==> src/rtl/noc_pkg.sv <==
`default_nettype none
// ============================================================================
//  Module   : noc_pkg
//  Brief    : Router-wide constants, index types and pointer-advance helpers
//  Revision : 1.0
// ============================================================================
package noc_pkg;

    localparam int PORT_NUM     = 5;
    localparam int VC_NUM       = 2;
    localparam int BUFFER_DEPTH = 4;

    localparam int c_cnt_w = $clog2(BUFFER_DEPTH + 1);

    typedef logic [$clog2(PORT_NUM)-1:0] port_t;
    typedef logic [$clog2(VC_NUM)-1:0]   vc_t;
    typedef logic [c_cnt_w-1:0]          cnt_t;

    function automatic port_t next_port(input port_t p);
        return (p == port_t'(PORT_NUM - 1)) ? '0 : p + 1'b1;
    endfunction

    function automatic vc_t next_vc(input vc_t v);
        return (v == vc_t'(VC_NUM - 1)) ? '0 : v + 1'b1;
    endfunction

endpackage
`default_nettype wire

==> src/rtl/rr_arbiter.sv <==
`default_nettype none
// ============================================================================
//  Module   : rr_arbiter
//  Brief    : Combinational round-robin pick; search starts at i_ptr, wraps
//  Revision : 1.0
// ============================================================================
module rr_arbiter #(
    parameter int N     = 2,
    parameter int IDX_W = (N > 1) ? $clog2(N) : 1
) (
    input  logic [N-1:0]     i_req,
    input  logic [IDX_W-1:0] i_ptr,
    output logic [N-1:0]     o_gnt,
    output logic [IDX_W-1:0] o_idx
);

    logic w_found;

    // Two passes: first the slots at or above the pointer, then the wrapped ones.
    always_comb begin
        o_gnt   = '0;
        o_idx   = '0;
        w_found = 1'b0;
        for (int j = 0; j < N; j++) begin
            if (!w_found && i_req[j] && (j >= int'(i_ptr))) begin
                w_found  = 1'b1;
                o_gnt[j] = 1'b1;
                o_idx    = IDX_W'(j);
            end
        end
        for (int j = 0; j < N; j++) begin
            if (!w_found && i_req[j] && (j < int'(i_ptr))) begin
                w_found  = 1'b1;
                o_gnt[j] = 1'b1;
                o_idx    = IDX_W'(j);
            end
        end
    end

endmodule
`default_nettype wire

==> src/rtl/switch_allocator.sv <==
`default_nettype none
// ============================================================================
//  Module   : switch_allocator
//  Brief    : Separable input-first switch allocator with downstream credits
//  Revision : 1.0
// ============================================================================
module switch_allocator
    import noc_pkg::*;
(
    input  logic                             clk,
    input  logic                             rst,
    input  logic  [PORT_NUM-1:0][VC_NUM-1:0] req_i,
    input  port_t [PORT_NUM-1:0][VC_NUM-1:0] req_port_i,
    input  logic  [PORT_NUM-1:0]             credit_i,
    output logic  [PORT_NUM-1:0][VC_NUM-1:0] grant_o,
    output port_t [PORT_NUM-1:0]             input_vc_sel_o,
    output logic  [PORT_NUM-1:0]             valid_o,
    output logic                             credit_err_o
);

    logic  [PORT_NUM-1:0][VC_NUM-1:0]   w_elig;
    logic  [PORT_NUM-1:0][VC_NUM-1:0]   w_vc_gnt;
    vc_t   [PORT_NUM-1:0]               w_nom_vc;
    logic  [PORT_NUM-1:0]               w_nom_vld;
    port_t [PORT_NUM-1:0]               w_nom_port;
    logic  [PORT_NUM-1:0][PORT_NUM-1:0] w_out_req;   // [output][input]
    logic  [PORT_NUM-1:0][PORT_NUM-1:0] w_in_gnt;    // [output][input]
    port_t [PORT_NUM-1:0]               w_win;
    logic  [PORT_NUM-1:0]               w_won;
    logic  [PORT_NUM-1:0]               w_has_credit;

    vc_t   [PORT_NUM-1:0]               r_vc_ptr;
    port_t [PORT_NUM-1:0]               r_in_ptr;
    cnt_t  [PORT_NUM-1:0]               r_credit;
    logic                               r_credit_err;

    always_comb begin
        w_has_credit = '0;
        for (int o = 0; o < PORT_NUM; o++) begin
            w_has_credit[o] = (r_credit[o] != '0);
        end
    end

    always_comb begin
        w_elig = '0;
        for (int i = 0; i < PORT_NUM; i++) begin
            for (int v = 0; v < VC_NUM; v++) begin
                w_elig[i][v] = req_i[i][v] && (int'(req_port_i[i][v]) < PORT_NUM)
                             && w_has_credit[req_port_i[i][v]];
            end
        end
    end

    // Stage 1: each input nominates one eligible VC.
    for (genvar gi = 0; gi < PORT_NUM; gi++) begin : g_vc_arb
        rr_arbiter #(
            .N     (VC_NUM),
            .IDX_W ($bits(vc_t))
        ) u_vc_arb (
            .i_req (w_elig[gi]),
            .i_ptr (r_vc_ptr[gi]),
            .o_gnt (w_vc_gnt[gi]),
            .o_idx (w_nom_vc[gi])
        );
        assign w_nom_vld[gi]  = |w_elig[gi];
        assign w_nom_port[gi] = req_port_i[gi][w_nom_vc[gi]];
    end

    always_comb begin
        w_out_req = '0;
        for (int o = 0; o < PORT_NUM; o++) begin
            for (int i = 0; i < PORT_NUM; i++) begin
                w_out_req[o][i] = w_nom_vld[i] && (w_nom_port[i] == port_t'(o));
            end
        end
    end

    // Stage 2: each output picks one of the nominees aimed at it.
    for (genvar go = 0; go < PORT_NUM; go++) begin : g_in_arb
        rr_arbiter #(
            .N     (PORT_NUM),
            .IDX_W ($bits(port_t))
        ) u_in_arb (
            .i_req (w_out_req[go]),
            .i_ptr (r_in_ptr[go]),
            .o_gnt (w_in_gnt[go]),
            .o_idx (w_win[go])
        );
    end

    always_comb begin
        w_won = '0;
        for (int o = 0; o < PORT_NUM; o++) begin
            w_won = w_won | w_in_gnt[o];
        end
    end

    // Outputs are masked by rst so grants vanish as soon as reset is raised.
    always_comb begin
        valid_o        = '0;
        input_vc_sel_o = '0;
        grant_o        = '0;
        for (int o = 0; o < PORT_NUM; o++) begin
            valid_o[o]        = !rst && (|w_out_req[o]);
            input_vc_sel_o[o] = valid_o[o] ? w_win[o] : '0;
        end
        for (int i = 0; i < PORT_NUM; i++) begin
            grant_o[i] = (!rst && w_won[i]) ? w_vc_gnt[i] : '0;
        end
    end

    assign credit_err_o = r_credit_err;

    always_ff @(posedge clk or posedge rst) begin
        if (rst) begin
            r_vc_ptr     <= '0;
            r_in_ptr     <= '0;
            r_credit_err <= 1'b0;
            for (int p = 0; p < PORT_NUM; p++) begin
                r_credit[p] <= cnt_t'(BUFFER_DEPTH);
            end
        end else begin
            for (int p = 0; p < PORT_NUM; p++) begin
                if (valid_o[p]) begin
                    r_in_ptr[p] <= next_port(w_win[p]);
                end
                if (w_won[p]) begin
                    r_vc_ptr[p] <= next_vc(w_nom_vc[p]);
                end
                if (valid_o[p] && !credit_i[p]) begin
                    r_credit[p] <= r_credit[p] - 1'b1;
                end else if (!valid_o[p] && credit_i[p]) begin
                    // A credit with the counter already full means the downstream lost track.
                    if (r_credit[p] == cnt_t'(BUFFER_DEPTH)) begin
                        r_credit_err <= 1'b1;
                    end else begin
                        r_credit[p] <= r_credit[p] + 1'b1;
                    end
                end
            end
        end
    end

    for (genvar ga = 0; ga < PORT_NUM; ga++) begin : g_assert
        a_row_onehot : assert property (@(posedge clk) disable iff (rst) $onehot0(grant_o[ga]));
        a_col_onehot : assert property (@(posedge clk) disable iff (rst) $onehot0(w_in_gnt[ga]));
    end

endmodule
`default_nettype wire

==> config.mk <==
export PLATFORM = sky130hd
export DESIGN_NAME = switch_allocator
export DESIGN_NICKNAME = d
export VERILOG_FILES = /design/src/rtl/noc_pkg.sv /design/src/rtl/rr_arbiter.sv /design/src/rtl/switch_allocator.sv
export SDC_FILE = /design/constraint.sdc
export NUM_CORES = 1
export LEC_CHECK = 0
export CAP_MARGIN = 30
export CORE_UTILIZATION = 40
export DETAILED_ROUTE_END_ITERATION = 10
export PLACE_DENSITY = 0.58
export SYNTH_ARGS = -nofsm -noshare
export SYNTH_HDL_FRONTEND = slang
export SYNTH_SLANG_ARGS = --single-unit
==> constraint.sdc <==
create_clock -name clk -period 4.24 [get_ports clk]
set_input_delay 0.636 -clock clk [delete_from_list [all_inputs] [get_ports clk]]
set_output_delay 0.636 -clock clk [all_outputs]
set_load 0.005 [all_outputs]
---- Word-level counts from Yosys, hierarchy flattened ----
Cells that the tools add are included.
operators by class
  $add $sub $neg .......................... 20
  $lt $le $gt $ge ......................... 85
  equality and inequality tests ........... 35
  multiplexer cells ....................... 240
  bitwise operators ....................... 4
  reduce and logical (&&, ||, !) cells .... 276
operators with widths
  cell                                                              count
  2-to-1 mux 3 bit                                                  65
  logical AND 1 bit                                                 180
  2-to-1 mux 1 bit                                                  150
  zero test 1 bit                                                   66
  == test 3 bit, second input constant                              15
  < comparator 3 x 4 -> 1 bit, second input constant                10
  adder 3 x 1 -> 3 bit, second input constant                       10
  binary-select mux 1 bit (select 3 bit)                            10
  == test 3 x 2 -> 1 bit, second input constant                     10
  greater-or-equal comparator 1 x 3 -> 1 bit, first input constant  10
  greater-or-equal comparator 2 x 3 -> 1 bit, first input constant  10
  < comparator 1 x 3 -> 1 bit, first input constant                 10
  < comparator 2 x 3 -> 1 bit, first input constant                 10
  < comparator 3 bit, second input constant                         10
  2-to-1 mux 2 bit                                                  15
  OR reduction 5 bit                                                5
  OR 5 bit                                                          4
  == test 3 x 1 -> 1 bit, second input constant                     5
  greater-or-equal comparator 3 bit, first input constant           5
  zero test 3 bit                                                   5
  < comparator 3 bit, first input constant                          5
  nonzero test 3 bit                                                5
  subtractor 3 x 1 -> 3 bit, second input constant                  5
  < comparator 1 x 2 -> 1 bit, second input constant                5
  7 further kinds                                                   35
word-level totals
  register bits ........................... 36
  bits of input ports ..................... 47
  output and inout port bits .............. 31
  logic and storage cells ................. 676

---- Logic depth before layout (Yosys ltp) ----
  depth after elaboration ................. 61
  depth in mapped cells ................... 19
  mapped depth without buffers ............ 16

---- Cells and area by module ----
A second synthesis with hierarchy kept.
unflattened totals
  cells, all modules ...................... 668
  area total of the unflattened synthesis .. 5,192.5 µm²
modules (own cells, without submodules)
  module                                 times used  cells each  area each (µm²)  sequential area each (µm²)
  switch_allocator                       1           453         3,772.4          907.1
  rr_arbiter (g_in_arb[0].u_in_arb ...)  5           39          257.7            0.0
  rr_arbiter (g_vc_arb[0].u_vc_arb ...)  5           4           26.3             0.0

---- Least setup slack after synthesis ----
Ideal clock, no wire load.
  path kind ............................... register to register
  start ................................... reg r_credit[7] (netlist bit)
  end ..................................... reg r_credit[5] (netlist bit)
  library setup time ...................... 0.089 ns
  arrival time ............................ 3.874 ns
  required time ........................... 4.151 ns
  path slack .............................. 0.277 ns
  stages on the path, launching flop included .. 18
  buffers on the path ..................... 2
  period minus slack after synthesis ...... 3.963 ns
  cell sequence ........................... dfrtp_1 -> buf_6 -> or3_4 -> a221oi_2 -> o211ai_2 -> a41o_1 -> buf_6 -> mux2_2 -> o21ai_0 -> or2_2 -> o21ai_2 -> inv_1 -> ha_1 -> inv_1 -> fa_1 -> or4_1 -> a21oi_1 -> a221oi_1
between the ends
  cells in the longest elaborated chain, start to end .. 23
  elaborated cells on any way between the ends .. 115
  those cells by class .................... eq/ne: 6; mux: 51; reduce/logical: 58
RTL lines
  element                                 RTL line                 source
  start: declaration                      switch_allocator.sv:34   cnt_t [PORT_NUM-1:0] r_credit;
  start signal: indexed assignment        switch_allocator.sv:120  r_credit[p] <= cnt_t'(BUFFER_DEPTH);
  start signal: indexed assignment        switch_allocator.sv:131  r_credit[p] <= r_credit[p] - 1'b1;
  start signal: indexed assignment        switch_allocator.sv:137  r_credit[p] <= r_credit[p] + 1'b1;
  nonzero test 3 bit (*)                  switch_allocator.sv:40   w_has_credit[o] = (r_credit[o] != '0);
  binary-select mux 1 bit (select 3 bit)  switch_allocator.sv:49   && w_has_credit[req_port_i[i][v]];
  2-to-1 mux 1 bit (implied by the code)  switch_allocator.sv:49
  logical AND 1 bit                       switch_allocator.sv:49
  logical AND 1 bit                       rr_arbiter.sv:25         if (!w_found && i_req[j] && (j >= int'(i_ptr))) begin
  2-to-1 mux 1 bit                        rr_arbiter.sv:25
  zero test 1 bit                         rr_arbiter.sv:25
  logical AND 1 bit                       rr_arbiter.sv:25
  [8 not listed]                          n/a
  logical AND 1 bit                       switch_allocator.sv:73   w_out_req[o][i] = w_nom_vld[i] && (w_nom_port[i] == port_t'(o));
  OR reduction 5 bit (*)                  switch_allocator.sv:104  valid_o[o] = !rst && (|w_out_req[o]);
  logical AND 1 bit (*)                   switch_allocator.sv:104
  net valid_o[1]                          switch_allocator.sv:17   output logic [PORT_NUM-1:0] valid_o,
  zero test 1 bit                         switch_allocator.sv:132  end else if (!valid_o[p] && credit_i[p]) begin
  logical AND 1 bit                       switch_allocator.sv:132
  nonzero test 2 bit (no line)            n/a
  AND reduction 2 bit (no line)           n/a
The timed path passes the listed nets; every way through them passes the cells marked *. The select of a mux whose other input is x is not followed.
A chain may end at the register's enable or synchronous reset.

==> flow_summary.yaml <==
critical_path:
  cp.buffers_inverters: 7
  path_delay_family: "simple AND/OR/NAND/NOR gates"
  critical_path.max_stage_delay_ns: 0.38
  critPathKind: "reg2out"
  cp_cell_sequence: "or3_4, buf_8, buf_6, a31oi_4, a211o_1, nand3_2, buf_6, o32ai_4, and3b_2, buf_6, a221oi_4, buf_4, a311oi_2, and4b_2, buf_6, nor3_4, buf_2"
  worstPathArrival_ns: 3.83
  required_ns: 3.60
  crit_slowest_cell: "or3_4"
  cp_max_fo: 5
  start_kind: "flop"
  critPathCaptureType: "output pin"
  crit_path_frequent_cell: "buf_6"
clock_network:
  cts_buffers: 5
  root_buffer: "clkbuf_16"
  clock_path_buffers: 2
  htreeDepth: 2
  cts_tree: "done"
  path_clk_slew_ns: 0.06
  clock_latency_ns: 0.30
  clock_sinks: 36
  ctsHoldBuffers: 0
run_status:
  violations: "setup timing"
  outcome: "finished, violations left"
finish:
  final_cell_mix: "buf_4, nor2_1, inv_1"
  areaGrowthSynthToFinish_pct: 79.6
  drive_gt1_share_pct: 48.4
  fin_nets: 1087
  final_common_cell: "buf_4"
  diodes: 0
global_route:
  grt_antenna_before_repair: 0
  track_usage_pct: 33.7
  grt_max_degree: 17
  first_global_vias: 6728
  grt_pass1_wl_microns: 33900
  gr-total-overflow: 0
detailed_routing:
  ant_nets: 0
  wl_met2_microns: 10800
  vias: 6877
  firstDrtPassIters: 5
  maxUsedRoutingLayer: "met4"
  drt_iter0_drc: 504
  drc_errors: 0
  dr_wl_met3_microns: 1470
  avgViaCountPerCell: 5.81
  routed_wl_microns: 22600
  post_drt_wl_per_cell_microns: 19.1
  drt-met1-wl_microns: 9360
power_and_ir_drop:
  seqPwrFrac_pct: 18.9
  pwr-share-comb_pct: 71.7
  power_density_nw_per_um2: 450
  swShare_pct: 45.9
  switchingPower_uw: 1870
  ir_worst_vdd_mv: 0.347
  leakagePower_uw: 0.00418
  power_frac_clock_pct: 9.4
  p_int_uw: 2200
logic_synthesis:
  synth_ff_type: "dfrtp_1"
  syn_area_sq_um: 5030
  synth-compound-area-share_pct: 30.2
  synth-async-reset-ratio_pct: 100
  synth_edf_count: 0
  syn-instance-count: 660
  synthMuxAreaShare_pct: 5.37
  synthAdderAreaFrac_pct: 6.96
  synth_top_family_by_area: "simple AND/OR/NAND/NOR gates"
  yosysSeqAreaShare_pct: 18.0
  synth_seq_cells: 36
  syn_avg_cell_area_sq_um: 7.62
  synthSimpleGateAreaFrac_pct: 31.5
  yosysWarnings: 0
  synth-xor-area-share_pct: 1.04
  syn-num-nets: 732
  ys_types: 98
floorplan:
  io_pins: 78
  die_h_microns: 114
  num_rows: 40
  fp.dieW_microns: 114
  die_area_sq_um: 13000
  start_util_pct: 41.5
  core-area_sq_um: 12100
sta:
  tns_ns: -1.38
  hold_violations: 0
  setup_violations: 12
  report.final.slew_viol_count: 0
  fmax_mhz: 224
  fin_worst_skew_ns: 0.00635
  grt_setup_unrepaired: "yes"
  hold_ws_ns: 0.494
  timing.slew.headroom_pct: 51.3
  tightest_slew_ns: 0.726
  min_period_ns: 4.47
  fin_ws_ns: -0.231
  fin_crit_sh_pct: 105
placement:
  numPortBuffers: 77
  gp_congestion: 0.946
  place_hpwl_microns: 16400
min_path:
  hp-class: "reg2reg"
flow_run:
  max-cap-violations: 0
Yosys cell counts, drive strengths merged (13+ instances only):
cell	number	area [sq um]
o21ai	44	224
nor3	20	105
dfrtp	31	776
inv	60	225
nand2	48	180
nor2	73	274
nor4	13	96.3
ha	20	250
buf	16	101
a21oi	31	163
nor2b	20	125
nand2b	13	81.3
nand3	13	65.1
and2	14	87.6
registers in the layout (all words and copies together) (netlist names):
name / count
credit_err_o: 1
r_credit: 15
r_in_ptr: 15
r_vc_ptr: 5
power groups by stage:
stage               Combinational, uW  Clock (uW)  Sequential [uW]
finish                           2920         382              769
global route                     3130         397              794
CTS                              2590         386              747
detailed placement               2250           0              745
global placement                 2180           0              739
floorplan                        1330           0              612
stage by stage:
| step | instances | power [uW] | utilization [%] | worst slack, ns | area [sq um] |
|---|---|---|---|---|---|
| 6_report | 1184 | 4070 | 74.6 | -0.231 | 9040 |
| 5_1_grt | 1184 | 4320 | 74.6 | -0.310 | 9040 |
| 4_1_cts | 1159 | 3730 | 70.3 | -0.212 | 8510 |
| 3_5_place_dp | 1109 | 2990 | 62.6 | -0.847 | 7580 |
| 3_3_place_gp | 1109 | 2920 | 62.6 | -0.856 | 7580 |
| 2_1_floorplan | 660 | 1950 | - | 0.277 | 5030 |
kinds of logic after synthesis:
family	count (synthesis)
xor+xnor	6
compound gates	201
mux	22
simple gates	288
buf+inv	82
fa+ha+maj	25
flops	36
worst paths after layout:
path / start / end / slack (ns) / cells after the start
hold / removal: credit_err_o$_DFF_PP0_ / credit_err_o$_DFF_PP0_ / 0.49 / 2
min in group asynchronous: rst / r_in_ptr[10]$_DFFE_PP0P_ / 0.95 / 3
hold reg to reg: credit_err_o$_DFF_PP0_ / credit_err_o$_DFF_PP0_ / 0.49 / 2
setup reg to reg: r_credit[2]$_DFFE_PP1P_ / r_credit[5]$_DFFE_PP1P_ / 0.07 / 18
max in group asynchronous: rst / r_credit[8]$_DFFE_PP1P_ / 2.60 / 4
setup / recovery: r_credit[14]$_DFFE_PP1P_ / grant_o[0] / -0.23 / 17
layout make-up:
type                    instances  area [sq um]
repair buffers                369          3000
multi-input cells             542          4550
clock buffers                   7           133
inverters                      61           229
well taps                     168           210
fillers                       941          3070
flip-flops and latches         36           912
clock inverters                 1          5.00
worst register-to-register path: cells and delay by family (launching register included):
kind                       cells  cell delay [ns]
AOI/OAI and AO/OA              7             1.15
adders and majority gates      2             0.56
buffers and inverters          5             0.52
muxes                          1             0.33
and+or+nand+nor                3             1.13
DFF                            1             0.38
per-layer routing:
| metal | GRT usage (%) | up-vias |
|---|---|---|
| met4 | 13.9 | 0 |
| met1 | 41.9 | 3322 |
| li1 | - | 3181 |
| met5 | 0 | - |
| met3 | 6.88 | 74 |
| met2 | 56.9 | 300 |
what timing repair did:
item | 4_1_cts | 5_1_grt
gates cloned | 0 | 0
pin swaps | 67 | 37
setup endpoints to repair | 34 | 33
setup buffers | 45 | 28
resized for setup | 192 | 112
Power figures use the tool's default switching activity.
